File: config.mk
export PLATFORM = sky130hd
export DESIGN_NAME = tlul_adapter_host_ordered
export DESIGN_NICKNAME = d
export VERILOG_FILES = /design/src/rtl/tlul_adapter_host_ordered_pkg.sv /design/src/rtl/tlul_adapter_host_ordered_rsp_reorder_buf.sv /design/src/rtl/tlul_adapter_host_ordered.sv
export SDC_FILE = /design/constraint.sdc
export NUM_CORES = 1
export LEC_CHECK = 0
export ABC_AREA = 1
export ABC_CLOCK_PERIOD_IN_PS = 3400
export BUFFER_PORTS_ARGS = -buffer_cell sky130_fd_sc_hd__buf_2
export CAP_MARGIN = 20
export CORE_UTILIZATION = 25
export DETAILED_ROUTE_END_ITERATION = 6
export PLACE_DENSITY = 0.49
export SKIP_LAST_GASP = 1
export SLEW_MARGIN = 20
export SYNTH_ARGS = -nofsm -noshare
export SYNTH_HDL_FRONTEND = slang
export SYNTH_SLANG_ARGS = --single-unit
File: constraint.sdc
create_clock -name clk_i -period 3.4 [get_ports clk_i]
set_clock_uncertainty 0.15 [all_clocks]
set_input_delay 0.85 -clock clk_i [delete_from_list [all_inputs] [get_ports clk_i]]
set_output_delay 0.85 -clock clk_i [all_outputs]
set_load 0.01 [all_outputs]
File: src/rtl/tlul_adapter_host_ordered_pkg.sv
// tlul_adapter_host_ordered_pkg: TL-UL channel types and widths shared by the host adapter.
package tlul_adapter_host_ordered_pkg;
   localparam int TL_AW    = 32;
   localparam int TL_DW    = 32;
   localparam int TL_DBW   = TL_DW / 8;
   localparam int TL_AIW   = 8;
   localparam int TL_DIW   = 1;
   localparam int TL_SZW   = 2;
   localparam int WordSize = $clog2(TL_DBW);
   typedef enum logic [2:0] {PutFullData = 3'h0, PutPartialData = 3'h1, Get = 3'h4} tl_a_op_e;
   typedef enum logic [2:0] {AccessAck = 3'h0, AccessAckData = 3'h1} tl_d_op_e;
   typedef logic [3:0] mubi4_t;
   localparam mubi4_t MuBi4True  = 4'h6;
   localparam mubi4_t MuBi4False = 4'h9;
   typedef struct packed {
      logic [4:0] rsvd;
      mubi4_t     instr_type;
      logic [6:0] cmd_intg;
      logic [6:0] data_intg;
   } tl_a_user_t;
   typedef struct packed {
      logic              a_valid;
      tl_a_op_e          a_opcode;
      logic [2:0]        a_param;
      logic [TL_SZW-1:0] a_size;
      logic [TL_AIW-1:0] a_source;
      logic [TL_AW-1:0]  a_address;
      logic [TL_DBW-1:0] a_mask;
      logic [TL_DW-1:0]  a_data;
      tl_a_user_t        a_user;
      logic              d_ready;
   } tl_h2d_t;
   typedef struct packed {
      logic              d_valid;
      tl_d_op_e          d_opcode;
      logic [2:0]        d_param;
      logic [TL_SZW-1:0] d_size;
      logic [TL_AIW-1:0] d_source;
      logic [TL_DIW-1:0] d_sink;
      logic [TL_DW-1:0]  d_data;
      logic              d_error;
      logic              a_ready;
   } tl_d2h_t;
   function automatic int id_w(int n);
      return n > 1 ? $clog2(n) : 1;
   endfunction
endpackage

File: src/rtl/tlul_adapter_host_ordered_rsp_reorder_buf.sv
// tlul_rsp_reorder_buf: per-tag response slots with head/tail/count, delivering in issue or arrival order.
module tlul_rsp_reorder_buf
   import tlul_adapter_host_ordered_pkg::*;
#(
   parameter int MaxReqs    = 4,
   parameter int RspInOrder = 1,
   localparam int IdW       = id_w(MaxReqs)
) (
   input  logic              clk_i,
   input  logic              rst_i,
   input  logic              issue_i,
   input  logic              rsp_valid_i,
   input  logic [TL_AIW-1:0] rsp_src_i,
   input  logic [TL_DW-1:0]  rsp_data_i,
   input  logic              rsp_err_i,
   output logic              full_o,
   output logic              accept_o,
   output logic [IdW-1:0]    tail_o,
   output logic              valid_o,
   output logic              err_o,
   output logic [TL_DW-1:0]  rdata_o,
   output logic [IdW-1:0]    rsp_id_o
);
   typedef struct packed {
      logic             busy;
      logic             filled;
      logic             err;
      logic [TL_DW-1:0] data;
   } rsp_slot_t;
   localparam int CntW = $clog2(MaxReqs + 1);
   localparam bit InOrder = RspInOrder != 0;
   rsp_slot_t [MaxReqs-1:0] slots_q, slots_d;
   logic [IdW-1:0] head_q, head_d, tail_q, tail_d, src, did;
   logic [CntW-1:0] count_q, count_d;
   logic hit, deliver, dat_err, valid_q, err_q;
   logic [TL_DW-1:0] dat, rdata_q;
   logic [IdW-1:0] rsp_id_q;
   function automatic logic [IdW-1:0] wrap_inc(logic [IdW-1:0] i);
      return (i == IdW'(MaxReqs - 1)) ? '0 : i + 1'b1;
   endfunction
   assign src      = rsp_src_i[IdW-1:0];
   assign accept_o = rsp_valid_i & (rsp_src_i < TL_AIW'(MaxReqs)) & slots_q[src].busy & ~slots_q[src].filled;
   assign hit      = accept_o & (src == head_q);
   assign deliver  = InOrder ? (slots_q[head_q].filled | hit) : accept_o;
   assign did      = InOrder ? head_q : src;
   assign dat      = (InOrder & ~hit) ? slots_q[head_q].data : rsp_data_i;
   assign dat_err  = (InOrder & ~hit) ? slots_q[head_q].err : rsp_err_i;
   // A busy tail slot only happens out of order (or when full), so it doubles as back-pressure.
   assign full_o   = (count_q == CntW'(MaxReqs)) | slots_q[tail_q].busy;
   assign tail_o   = tail_q;
   always_comb begin
      slots_d = slots_q;
      if (issue_i) slots_d[tail_q].busy = 1'b1;
      if (accept_o) begin
         slots_d[src].filled = 1'b1;
         slots_d[src].err    = rsp_err_i;
         slots_d[src].data   = rsp_data_i;
      end
      if (deliver) slots_d[did] = '0;
      tail_d  = (issue_i | (~InOrder & slots_q[tail_q].busy)) ? wrap_inc(tail_q) : tail_q;
      head_d  = (InOrder & deliver) ? wrap_inc(head_q) : head_q;
      count_d = count_q + CntW'(issue_i) - CntW'(deliver);
   end
   always_ff @(posedge clk_i) begin
      if (rst_i) begin
         slots_q  <= '0;
         head_q   <= '0;
         tail_q   <= '0;
         count_q  <= '0;
         valid_q  <= 1'b0;
         err_q    <= 1'b0;
         rdata_q  <= '0;
         rsp_id_q <= '0;
      end else begin
         slots_q <= slots_d;
         head_q  <= head_d;
         tail_q  <= tail_d;
         count_q <= count_d;
         valid_q <= deliver;
         if (deliver) begin
            err_q    <= dat_err;
            rdata_q  <= dat;
            rsp_id_q <= did;
         end
      end
   end
   assign valid_o  = valid_q;
   assign err_o    = err_q;
   assign rdata_o  = rdata_q;
   assign rsp_id_o = rsp_id_q;
   a_count_max: assert property (@(posedge clk_i) disable iff (rst_i) count_q <= CntW'(MaxReqs));
   a_deliver_issued: assert property (@(posedge clk_i) disable iff (rst_i) deliver |-> count_q != '0);
endmodule

File: src/rtl/tlul_adapter_host_ordered.sv
// tlul_adapter_host_ordered: req/gnt host port to TL-UL with credit-limited outstanding requests
// and optional in-order response delivery.
module tlul_adapter_host_ordered
   import tlul_adapter_host_ordered_pkg::*;
#(
   parameter int MaxReqs    = 4,
   parameter int RspInOrder = 1,
   localparam int IdW       = id_w(MaxReqs)
) (
   input  logic              clk_i,
   input  logic              rst_i,
   input  logic              req_i,
   output logic              gnt_o,
   input  logic [TL_AW-1:0]  addr_i,
   input  logic              we_i,
   input  logic [TL_DW-1:0]  wdata_i,
   input  logic [TL_DBW-1:0] be_i,
   input  mubi4_t            instr_type_i,
   output logic [IdW-1:0]    req_id_o,
   output logic              valid_o,
   output logic [TL_DW-1:0]  rdata_o,
   output logic              err_o,
   output logic [IdW-1:0]    rsp_id_o,
   output logic              proto_err_o,
   output tl_h2d_t           tl_o,
   input  tl_d2h_t           tl_i
);
   logic full, accept, proto_err_q;
   logic [IdW-1:0] tail;
   logic unused_d;
   assign gnt_o    = tl_i.a_ready & ~full;
   assign req_id_o = tail;
   assign unused_d = ^{tl_i.d_opcode, tl_i.d_param, tl_i.d_size, tl_i.d_sink};
   always_comb begin
      tl_o                   = '0;
      tl_o.a_valid           = req_i & ~full;
      tl_o.a_opcode          = we_i ? (&be_i ? PutFullData : PutPartialData) : Get;
      tl_o.a_size            = TL_SZW'(WordSize);
      tl_o.a_source          = TL_AIW'(tail);
      tl_o.a_address         = addr_i & ~TL_AW'(TL_DBW - 1);
      tl_o.a_mask            = we_i ? be_i : '1;
      tl_o.a_data            = wdata_i;
      tl_o.a_user.instr_type = instr_type_i;
      tl_o.d_ready           = 1'b1;
   end
   tlul_rsp_reorder_buf #(.MaxReqs(MaxReqs), .RspInOrder(RspInOrder)) u_rob (
      .clk_i,
      .rst_i,
      .issue_i     (req_i & gnt_o),
      .rsp_valid_i (tl_i.d_valid),
      .rsp_src_i   (tl_i.d_source),
      .rsp_data_i  (tl_i.d_data),
      .rsp_err_i   (tl_i.d_error),
      .full_o      (full),
      .accept_o    (accept),
      .tail_o      (tail),
      .valid_o,
      .err_o,
      .rdata_o,
      .rsp_id_o
   );
   // Sticky until reset: any response without a live, unfilled slot.
   always_ff @(posedge clk_i) begin
      if (rst_i) proto_err_q <= 1'b0;
      else if (tl_i.d_valid & ~accept) proto_err_q <= 1'b1;
   end
   assign proto_err_o = proto_err_q;
   a_valid_stable: assert property (@(posedge clk_i) disable iff (rst_i) tl_o.a_valid & ~tl_i.a_ready |=> tl_o.a_valid);
endmodule

Yosys cells after proc, flatten, opt, wreduce, memory -nomap -nowiden
Index checks and enable logic that the tools add are counted.
- register bits after elaboration: 184
- word-level logic and storage cells: 88
- input bits: 128
- reduce and logical (&&, ||, !) cells: 4
- multiplexer cells: 30
- $add $sub $neg: 4
- bitwise logic cells: 15
- equal/unequal tests: 4
- order comparisons: 7
- operators with widths (kind ; number):
    bitwise mux 140 bit ; 4
    two-way mux 140 bit ; 3
    demux 35 bit (select 2 bit) ; 5
    binary-select mux 35 bit (select 2 bit) ; 3
    bitwise AND 140 bit ; 1
    two-way mux 35 bit ; 4
    NOT 140 bit ; 1
    two-way mux 34 bit ; 2
    two-way mux 32 bit ; 2
    two-way mux 33 bit ; 1
    less-than comparator 2 x 3 -> 1 bit, second input constant ; 3
    bitwise AND 1 bit ; 8
    less-than comparator 8 x 3 -> 1 bit, second input constant ; 1
    >= comparator 2 x 1 -> 1 bit, second input constant ; 3
    adder 2 x 1 -> 2 bit, second input constant ; 2
    equality test 2 bit, second input constant ; 2
    two-way mux 2 bit ; 2
    two-way mux 4 bit ; 1
    AND reduction 4 bit ; 1
    adder 3 x 1 -> 3 bit ; 1
    equality test 3 bit, second input constant ; 1
    logical AND 1 bit ; 3
    two-way mux 3 bit ; 1
    NOT 1 bit ; 3
    other kinds (4) ; 6

Depth between registers and ports, before layout
Gate-level depths: netlist (run 1).
- word-level depth: 13
- depth in mapped cells: 15
- mapped depth without buffers: 15

By module
A second synthesis (run 1) with hierarchy kept.
- cells, all modules: 1678
- area total of the unflattened synthesis: 10736.5 um^2
- modules (own cells, without submodules) (module ; instances ; cells each ; area each (um^2)):
    tlul_rsp_reorder_buf ; 1 ; 1555 ; 9863.2
    tlul_adapter_host_ordered ; 1 ; 123 ; 873.3

Worst setup path after synthesis (run 1)
No wires, ideal clock.
- kind: input -> register
- start: in tl_i[36] in the netlist's numbering
- end: reg u_rob.count_q[2]
- arrival time: 2.707 ns
- buffers on the path: 1
- slack: 0.473 ns
- stages on the path: 15
- library setup time: 0.070 ns
- path through: buf_4 inv_2 nand2_1 nand2_1 nor2_4 nand4_4 nand2_2 ha_1 inv_1 ha_1 inv_1 fa_1 inv_1 o21ai_0 a21oi_1
- cells in the longest elaborated chain, start to end: 7
- elaborated cells between the ends (all ways): 11
- those cells by class: add/sub: 1; order compare: 1; eq/ne: 1; mux: 2; bitwise: 6
- ends and longest elaborated chain (what ; line ; source):
    from (decl) ; tlul_adapter_host_ordered.sv:26 ; input tl_d2h_t tl_i
    less-than comparator 8 x 3 -> 1 bit / binary-select mux 35 bit (select 2 bit) (equally long branches) ; tlul_adapter_host_ordered_rsp_reorder_buf.sv:42 ; assign accept_o = rsp_valid_i & (rsp_src_i < TL_AIW'(MaxReqs)) & slots_q[src].busy & ~slots_q[src].filled;
    bitwise AND 1 bit / two-way mux 35 bit (equally long branches) ; tlul_adapter_host_ordered_rsp_reorder_buf.sv:42 ;
    bitwise AND 1 bit / NOT 1 bit (equally long branches) ; tlul_adapter_host_ordered_rsp_reorder_buf.sv:42 ;
    bitwise AND 1 bit ; tlul_adapter_host_ordered_rsp_reorder_buf.sv:42 ;
    bitwise AND 1 bit (*) ; tlul_adapter_host_ordered_rsp_reorder_buf.sv:43 ; assign hit = accept_o & (src == head_q);
    OR 1 bit (*) ; tlul_adapter_host_ordered_rsp_reorder_buf.sv:44 ; assign deliver = InOrder ? (slots_q[head_q].filled | hit) : accept_o;
    named net u_rob.deliver ; tlul_adapter_host_ordered_rsp_reorder_buf.sv:35 ; logic hit, deliver, dat_err, valid_q, err_q;
    subtractor 3 x 1 -> 3 bit (*) ; tlul_adapter_host_ordered_rsp_reorder_buf.sv:62 ; count_d = count_q + CntW'(issue_i) - CntW'(deliver);
    to (signal assigned) ; tlul_adapter_host_ordered_rsp_reorder_buf.sv:78 ; count_q <= count_d;
    to (decl) ; tlul_adapter_host_ordered_rsp_reorder_buf.sv:34 ; logic [CntW-1:0] count_q, count_d;
Mark *: on every way through the listed nets, which the timed path passes. The rest lies on a longest branch. The select of a mux whose other input is x is not followed.
A chain may end at the register's enable or synchronous reset.

==> impl_metrics.py, run 1 <==
metrics = {
    "run_status": {
        "status": "finished clean",
    },
    "worst_hold_path": {
        "hp-class": "reg -> reg",
        "whs_path_depth": 2,
    },
    "detailed_routing": {
        "vias": 9344,
        "vias_per_cell": 4.486,
        "detail-route-antenna-nets": 0,
        "routed_wl_um": 33480,
        "first_pass_iters": 6,
        "post_drt_wl_per_cell_um": 16.07,
        "drc": 0,
        "first_iter_violations": 614,
    },
    "place": {
        "place.port_buffers": 99,
        "routabilityCongestion": 0.7929,
        "place_hpwl_um": 20470,
        "place_inst": 2051,
    },
    "critical_path": {
        "worst-path-max-fanout": 8,
        "crit_path_frequent_cell": "nand2_1",
        "crit_path_cell_trace": "inv_1, nand2_1, nand3_1, nand2_1, nand2_1, nor2_1, buf_2",
        "r2r_cells": 13,
        "arrival_ns": 1.97,
        "worstPathRequired_ns": 2.40,
        "crit_path_start_kind": "register",
        "cp-end-kind": "primary output",
        "worst-path-stages": 7,
        "path_delay_family": "simple AND/OR/NAND/NOR gates",
        "rrSetupSlack_ns": 0.56,
        "worst-path-buf-inv": 2,
        "max_stage_delay_ns": 0.50,
        "critPathSlowestCell": "dfxtp_1",
        "critical_path_class": "reg -> out",
    },
    "finish": {
        "stdcell_count": 2083,
        "antenna_cells": 0,
        "nNetsFinal": 1684,
        "final_cell_mix": "415 x nor2_1, 183 x dfxtp_1, 172 x inv_1",
        "drive_above_1_share_pct": 12.20,
        "area_growth_pct": 11.00,
        "multi_input_area_um2": 4617,
        "seqCellArea_um2": 3687,
        "fillCellCount": 4441,
        "layout_commonest_cell": "nor2_1",
    },
    "logic_synthesis": {
        "synthFlopType": "dfxtp_1",
        "ys_types": 29,
        "yosysWarnings": 0,
        "synth_edf_count": 0,
        "yosysSeqAreaShare_pct": 36.68,
        "postSynthCellCount": 1559,
        "yosys_register_bits": 184,
        "synth_area_um2": 10040,
        "avgSynthCellArea_um2": 6.441,
        "async_reset_ff_share_pct": 0,
    },
    "global_route": {
        "grt_pass1_wl_um": 51490,
        "track_usage_pct": 16.39,
        "grt_pass1_vias": 8712,
        "grt_antenna_before_repair": 0,
        "grt_max_degree": 96,
        "grt_overflow": 0,
    },
    "power_and_ir_drop": {
        "peakVddDrop_uv": 316.6,
        "p_leak_uw": 0.004361,
        "powerDensity_nw_per_um2": 412.8,
    },
    "job": {
        "cap_violations": 0,
    },
    "timing": {
        "rsz0062_at_grt": "false",
        "maxSlewHeadroom_pct": 36.95,
        "period_minus_slack_ns": 2.966,
        "slew_violations": 0,
        "period_share_pct": 87.23,
        "max_freq_ghz": 0.3372,
        "worstMarginPinSlew_ns": 0.9457,
        "finalSetupViolCount": 0,
        "fin_setup_tns_ns": 0,
        "hold_slack_ns": 0.3316,
        "finalHoldViolations": 0,
    },
    "die": {
        "fp.dieArea_um2": 40970,
        "core_um2": 39640,
        "die_height_um": 202.4,
        "start_util_pct": 25.33,
        "ios": 277,
        "die_x_um": 202.4,
        "row_count": 73,
    },
    "clock_network": {
        "clock_sinks": 184,
        "clockBufferDepth": 2,
        "cts_resized": 0,
        "insertion_delay_ns": 0.44,
        "ctsHoldBuffers": 0,
        "path_clk_slew_ns": 0.07,
        "cts_tree": "yes",
        "cts_buffers": 17,
        "post_cts_buffers": 0,
        "cts-root-buf": "clkbuf_16",
        "ctsHtreeMaxLevel": 4,
    },
}
==> Yosys cell counts, types with 2 or more instances <==
cell,n,area share (%)
ha_1,10,1.2
nor2_2,5,0.31
nand4_1,35,2.2
inv_2,3,0.11
or2_2,4,0.25
buf_2,43,2.1
buf_4,104,7.8
a31oi_1,4,0.25
nor2_1,416,16
o21ai_0,72,3.6
conb_1,2,0.075
inv_1,172,6.4
dfxtp_1,184,37
nor3_1,128,6.4
buf_1,7,0.26
a21oi_1,106,5.3
nand2_2,2,0.12
nand3_1,75,3.7
nand2_1,127,4.7
clkinv_1,2,0.075
clkbuf_1,50,1.9
==> worst register-to-register path, cell delays in order, from the launching register on <==
cell and delay (ns):
dfxtp_4 0.65, inv_2 0.22, a21oi_1 0.16, nand2_1 0.08, nand2_2 0.25, nand2_2 0.12, ha_1 0.30, inv_1 0.05
ha_1 0.12, inv_1 0.05, fa_1 0.38, inv_1 0.07, o21ai_0 0.08, a21oi_1 0.11
==> power by group <==
part	total (uW)	switching, uW	internal [uW]	leakage (uW)
Combinational	292	222	70.4	0.00257
Sequential	2170	9.90	2160	0.00148
Clock	2140	898	1240	0.000308
==> cell type report <==
class,instances,share of cell area (%)
inverters,177,5.960
clock inverters,11,1.291
well taps,525,5.893
repair buffers,139,8.037
clock buffers,21,4.321
flip-flops and latches,184,33.08
multi-input cells,1026,41.42
==> logic make-up after synthesis <==
logic type / share of synthesized area [%]
compound gates: 9.345
xor+xnor: 0.08723
fa+ha+maj: 1.445
buf+inv: 18.66
flops: 36.68
other cells: 0.07478
simple gates: 33.70
==> per-layer routing <==
metal,global-route usage (%),up-vias,routed length [um]
li1,-,4752,-
met1,21.30,4279,15490
met2,27.03,256,15580
met3,3.128,57,1716
met4,5.505,0,704
met5,0,-,0
==> flip-flops by register name (all words and copies together), names as in the netlist <==
signal and cells:
proto_err_o 1, u_rob.count_q 3, u_rob.did 2, u_rob.err_o 1, u_rob.rdata_o 32, u_rob.rsp_id_o 2, u_rob.slots_q 140, u_rob.tail_o 2
u_rob.valid_o 1
==> worst paths after layout <==
check             startpoint               end
max          u_rob.tail_o[0]         tl_o[108]
min              proto_err_o       proto_err_o
max reg2reg     u_rob.did[0]  u_rob.count_q[2]
min reg2reg      proto_err_o       proto_err_o
==> through the flow <==
stage	utilization, %	worst slack, ns	area, um^2	total power [uW]
after detailed placement	26.54	0.2723	10520	2515
final	28.12	0.4343	11150	4601
after CTS	28.12	0.3927	11150	4659
after global routing	28.12	0.2506	11150	4785
after floorplan	-	0.4733	10160	2491
after global placement	26.54	0.2712	10520	2515
No activity file was read; power rests on OpenSTA's default activity.
==> run 2, diff against run 1 <==
--- a/config.mk
+++ b/config.mk
@@ -12,2 +12,3 @@
 export CORE_UTILIZATION = 25
+export CTS_BUF_LIST = sky130_fd_sc_hd__clkbuf_4
 export DETAILED_ROUTE_END_ITERATION = 6
--- a/constraint.sdc
+++ b/constraint.sdc
@@ -4,2 +4,2 @@
 set_output_delay 0.85 -clock clk_i [all_outputs]
-set_load 0.01 [all_outputs]
+set_load 0.05 [all_outputs]
==> impl_metrics.py, run 2 (synthesized netlist as in run 1, its figures left out) <==
metrics = {
    "run_status": {
        "status": "finished clean",
    },
    "critical_path": {
        "cp-end-kind": "primary output",
        "path_delay_family": "simple AND/OR/NAND/NOR gates",
        "worst-path-buf-inv": 2,
        "r2r_cells": 13,
        "worst-path-stages": 7,
        "worst-path-max-fanout": 8,
        "max_stage_delay_ns": 0.53,
        "crit_path_frequent_cell": "nand2_1",
        "crit_path_cell_trace": "inv_1, nand2_1, nand3_1, nand2_1, nand2_1, nor2_2, buf_2",
        "critical_path_class": "reg -> out",
        "worstPathRequired_ns": 2.40,
        "crit_path_start_kind": "register",
        "critPathSlowestCell": "dfxtp_1",
        "arrival_ns": 2.18,
        "r2r_start": "u_rob.did[0]",
        "r2r-end": "u_rob.count_q[2]",
        "rrSetupSlack_ns": 0.56,
    },
    "timing": {
        "hold_slack_ns": 0.3420,
        "finalHoldViolations": 0,
        "max_freq_ghz": 0.3147,
        "period_share_pct": 93.46,
        "rsz0062_at_grt": "false",
        "worstMarginPinSlew_ns": 0.9405,
        "slew_violations": 0,
        "period_minus_slack_ns": 3.178,
        "maxSlewHeadroom_pct": 37.30,
        "finalSetupViolCount": 0,
        "fin_setup_tns_ns": 0,
    },
    "finish": {
        "area_growth_pct": 7.974,
        "fin_area_um2": 10840,
        "nNetsFinal": 1684,
        "stdcell_count": 2084,
        "top_register": "u_rob.slots_q",
        "final_cell_mix": "414 x nor2_1, 183 x dfxtp_1, 172 x inv_1",
        "drive_above_1_share_pct": 12.20,
        "largest_reg_flops": 140,
        "fillCellCount": 4479,
        "final_core_util_pct": 27.35,
        "layout_commonest_cell": "nor2_1",
    },
    "power_and_ir_drop": {
        "p_int_uw": 2821,
        "p_leak_uw": 0.004224,
        "switching_share_pct": 28.73,
        "clockPowerShare_pct": 35.0,
        "pwr-share-comb_pct": 10.1,
        "power_frac_seq_pct": 55.0,
        "switchingPower_uw": 1137,
        "peakVddDrop_uv": 235.4,
        "powerDensity_nw_per_um2": 365.1,
    },
    "worst_hold_path": {
        "hp-class": "reg -> reg",
        "whs_path_depth": 2,
        "whs_endpoint": "u_rob.rdata_o[15]",
        "min-delay-start": "u_rob.rdata_o[15]",
    },
    "die": {
        "row_count": 73,
        "ios": 277,
        "die_height_um": 202.4,
        "die_x_um": 202.4,
        "start_util_pct": 25.33,
        "core_um2": 39640,
        "fp.dieArea_um2": 40970,
    },
    "global_route": {
        "grt_pass1_vias": 8682,
        "grt_max_degree": 96,
        "grt_antenna_before_repair": 1,
        "grt_pass1_wl_um": 51270,
        "grt_overflow": 0,
        "track_usage_pct": 16.32,
    },
    "clock_network": {
        "cts_buffers": 17,
        "clockBufferDepth": 2,
        "cts-root-buf": "clkbuf_4",
        "ctsHoldBuffers": 0,
        "cts_tree": "yes",
        "ctsHtreeMaxLevel": 4,
        "insertion_delay_ns": 0.61,
        "clock_sinks": 184,
        "path_clk_slew_ns": 0.16,
    },
    "detailed_routing": {
        "vias_per_cell": 4.521,
        "post_drt_wl_per_cell_um": 15.94,
        "dr_wl_met3_um": 1817,
        "met1Wirelength_um": 15220,
        "first_pass_iters": 6,
        "detail-route-antenna-nets": 0,
        "drc": 0,
        "vias": 9422,
        "first_iter_violations": 676,
        "routed_wl_um": 33220,
        "wl_met2_um": 15480,
        "routed.top_layer": "met4",
    },
    "job": {
        "cap_violations": 0,
    },
    "place": {
        "place_hpwl_um": 20470,
        "place_inst": 2051,
        "place.port_buffers": 99,
        "routabilityCongestion": 0.7929,
        "dpl-instance-area_um2": 10520,
    },
}
==> run 2: cell types whose count changed in the layout (fill, tap and decap cells not counted), sizes merged <==
cell / delta
bufinv: +1
clkbuf: -3
clkinv: +2
diode: +1
==> run 2: how the worst max path moves through the flow <==
stage,from,slack (ns),endpoint
CTS,u_rob.tail_o[0],0.03,tl_o[108]
global route,u_rob.tail_o[0],0.003,tl_o[108]
finish,u_rob.tail_o[0],0.22,tl_o[108]
global placement,tl_i[35],0.27,u_rob.count_q[2]
floorplan,we_i,0.42,tl_o[105]
detailed placement,tl_i[35],0.27,u_rob.count_q[2]
==> run 2: repair_timing <==
action / CTS / global route
setup endpoints to repair: 0 / 1
resized for setup: 0 / 1
buffers inserted: 0 / 0
==> run 2: through the flow <==
step	setup slack [ns]	total power (uW)
after floorplan	0.4185	2728
after global placement	0.2712	2621
after detailed placement	0.2723	2622
after CTS	0.02791	4014
after global routing	0.003433	4137
final	0.2225	3958
==> run 2: area by class of cell <==
type | count | area [um^2] | share of cell area [%]
clock inverters | 14 | 181.4 | 1.673
multi-input cells | 1026 | 4619 | 42.60
flip-flops and latches | 184 | 3687 | 34.01
repair buffers | 139 | 895.9 | 8.262
inverters | 177 | 664.4 | 6.127
clock buffers | 18 | 135.1 | 1.246
well taps | 525 | 656.9 | 6.058
diodes | 1 | 2.502 | 0.02308
==> run 2: worst reg2reg max path, cell delays in order, from the launching register on <==
cell and delay, ns:
dfxtp_4 0.67, inv_2 0.21, a21oi_1 0.16, nand2_1 0.08, nand2_2 0.25, nand2_2 0.12
ha_1 0.30, inv_1 0.05, ha_1 0.13, inv_1 0.05, fa_1 0.38, inv_1 0.07
o21ai_0 0.08, a21oi_1 0.11
==> run 2: power groups by stage <==
stage	combinational (uW)	clock, uW	sequential, uW
after global routing	426	1530	2180
after global placement	400	0	2220
after floorplan	497	0	2230
final	399	1380	2180
after detailed placement	400	0	2220
after CTS	402	1440	2180
==> run 2: metal layers <==
layer  up-vias  global-route usage [%]
met5         -                       0
met4         0                   5.478
met3        52                   2.951
met2       292                   26.90
met1      4323                   21.33
li1       4755                       -
==> run 3, diff against run 2 <==
CELL_PAD_IN_SITES_DETAIL_PLACEMENT = 0   (was default)
CELL_PAD_IN_SITES_GLOBAL_PLACEMENT = 2   (was default)
PLACE_DENSITY = 0.79   (was 0.49)
==> impl_metrics.py, run 3 (synthesized netlist as in run 1, its figures left out) <==
metrics = {
    "run_status": {
        "status": "finished clean",
    },
    "detailed_routing": {
        "detail-route-antenna-nets": 0,
        "post_drt_wl_per_cell_um": 15.29,
        "first_pass_iters": 5,
        "vias": 9210,
        "first_iter_violations": 614,
        "routed_wl_um": 31860,
        "drc": 0,
        "vias_per_cell": 4.419,
    },
    "finish": {
        "fillCellCount": 4499,
        "fin_area_um2": 10810,
        "top_register": "u_rob.slots_q",
        "drive_above_1_share_pct": 12.20,
        "largest_reg_flops": 140,
        "layout_commonest_cell": "nor2_1",
        "nNetsFinal": 1684,
        "final_cell_mix": "415 x nor2_1, 183 x dfxtp_1, 172 x inv_1",
        "area_growth_pct": 7.675,
    },
    "critical_path": {
        "path_delay_family": "simple AND/OR/NAND/NOR gates",
        "worst-path-max-fanout": 8,
        "r2r-end": "u_rob.rdata_o[19]",
        "r2r_start": "u_rob.did[0]",
        "arrival_ns": 2.16,
        "crit_path_start_kind": "register",
        "worst-path-stages": 7,
        "critPathSlowestCell": "dfxtp_1",
        "crit_start": "u_rob.tail_o[0]",
        "crit_path_frequent_cell": "nand2_1",
        "cp-end-kind": "primary output",
        "critical_path_class": "reg -> out",
        "worstPathRequired_ns": 2.40,
        "worstSetupEndpoint": "tl_o[108]",
        "worst-path-buf-inv": 2,
        "crit_path_cell_trace": "inv_1, nand2_1, nand3_1, nand2_1, nand2_1, nor2_1, buf_2",
        "rrSetupSlack_ns": 0.65,
        "r2r_cells": 11,
        "max_stage_delay_ns": 0.50,
    },
    "timing": {
        "max_freq_ghz": 0.3166,
        "slew_violations": 0,
        "maxSlewHeadroom_pct": 43.68,
        "finalSetupViolCount": 0,
        "finalHoldViolations": 0,
        "period_minus_slack_ns": 3.159,
        "worstMarginPinSlew_ns": 0.8448,
        "fin_setup_tns_ns": 0,
        "rsz0062_at_grt": "false",
        "period_share_pct": 92.90,
    },
    "die": {
        "row_count": 73,
        "core_um2": 39640,
        "start_util_pct": 25.33,
        "ios": 277,
        "die_x_um": 202.4,
        "die_height_um": 202.4,
        "fp.dieArea_um2": 40970,
    },
    "global_route": {
        "grt_antenna_before_repair": 1,
        "grt_pass1_vias": 8646,
        "track_usage_pct": 15.60,
        "grt_overflow": 0,
        "grt_pass1_wl_um": 49850,
        "grt_max_degree": 104,
    },
    "clock_network": {
        "cts_buffers": 17,
        "clockBufferDepth": 2,
        "post_cts_buffers": 0,
        "clock_sinks": 184,
        "cts_resized": 0,
        "cts_tree": "yes",
        "cts-root-buf": "clkbuf_4",
        "insertion_delay_ns": 0.58,
        "ctsHoldBuffers": 0,
        "ctsHtreeMaxLevel": 4,
        "path_clk_slew_ns": 0.16,
    },
    "power_and_ir_drop": {
        "powerDensity_nw_per_um2": 368.2,
        "p_leak_uw": 0.004225,
        "peakVddDrop_uv": 166.4,
    },
    "worst_hold_path": {
        "hp-class": "reg -> reg",
    },
    "place": {
        "dpl-instance-area_um2": 10480,
        "place_hpwl_um": 19870,
        "routabilityCongestion": 0.7702,
        "place.port_buffers": 99,
    },
    "job": {
        "cap_violations": 0,
    },
}
-- run 3: changes by cell type in the layout (fill, tap and decap cells not counted), sizes merged --
| cell | change |
|---|---|
| clkbuf | -1 |
| inv | +3 |
| clkinv | -2 |
-- run 3: worst min-delay path by stage --
stage / end / cells after the start / startpoint
after floorplan: u_rob.slots_q[69] / 2 / u_rob.slots_q[69]
after global placement: u_rob.rdata_o[1] / 2 / u_rob.rdata_o[1]
after detailed placement: u_rob.rsp_id_o[0] / 2 / u_rob.rsp_id_o[0]
after CTS: u_rob.rsp_id_o[0] / 2 / u_rob.rsp_id_o[0]
after global routing: u_rob.rdata_o[16] / 2 / u_rob.rdata_o[16]
final: u_rob.rdata_o[19] / 2 / u_rob.rdata_o[19]
-- run 3: final cells by class --
type	instances	area, um^2	share of cell area, %
clock inverter	15	198.9	1.840
clock buffer	17	127.6	1.180
timing repair buffer	139	858.3	7.938
multi-input combinational	1026	4617	42.70
sequential	184	3687	34.10
antenna	1	2.502	0.02314
inverter	177	664.4	6.144
tap	525	656.9	6.075
-- run 3: where the power goes --
group          switching [uW]  internal [uW]  total [uW]
logic                     323           70.7         394
clock network             823            588        1410
registers                10.3           2170        2180
-- run 3: metal layers --
| metal | global-route usage [%] | share of wire, % | vias to the layer above |
|---|---|---|---|
| li1 | - | - | 4757 |
| met2 | 25.84 | 47 | 207 |
| met4 | 3.706 | 1.0 | 0 |
| met1 | 21.17 | 48 | 4220 |
| met3 | 2.306 | 4.5 | 26 |
| met5 | 0 | 0 | - |
-- run 3: per-stage QoR --
stage	power, uW	hold slack (ns)	setup WS (ns)	utilization (%)	std cells
floorplan	2728	0.3238	0.4185	-	1591
global placement	2619	0.3217	0.2042	26.45	2051
detailed placement	2620	0.3244	0.2011	26.45	2051
CTS	4061	0.3447	0.1673	27.27	2083
global route	4166	0.3650	0.06593	27.28	2084
finish	3981	0.3426	0.2414	27.28	2084
-- run 3: worst reg2reg max path: stages, from the launching register on --
cell     delay, ns
dfxtp_4       0.67
inv_2         0.21
a21oi_1       0.19
nand2_1       0.08
nand2_2       0.09
buf_4         0.48
inv_1         0.13
buf_4         0.25
nand3_1       0.16
nand2_1       0.08
nand2_1       0.10
a21oi_1       0.05
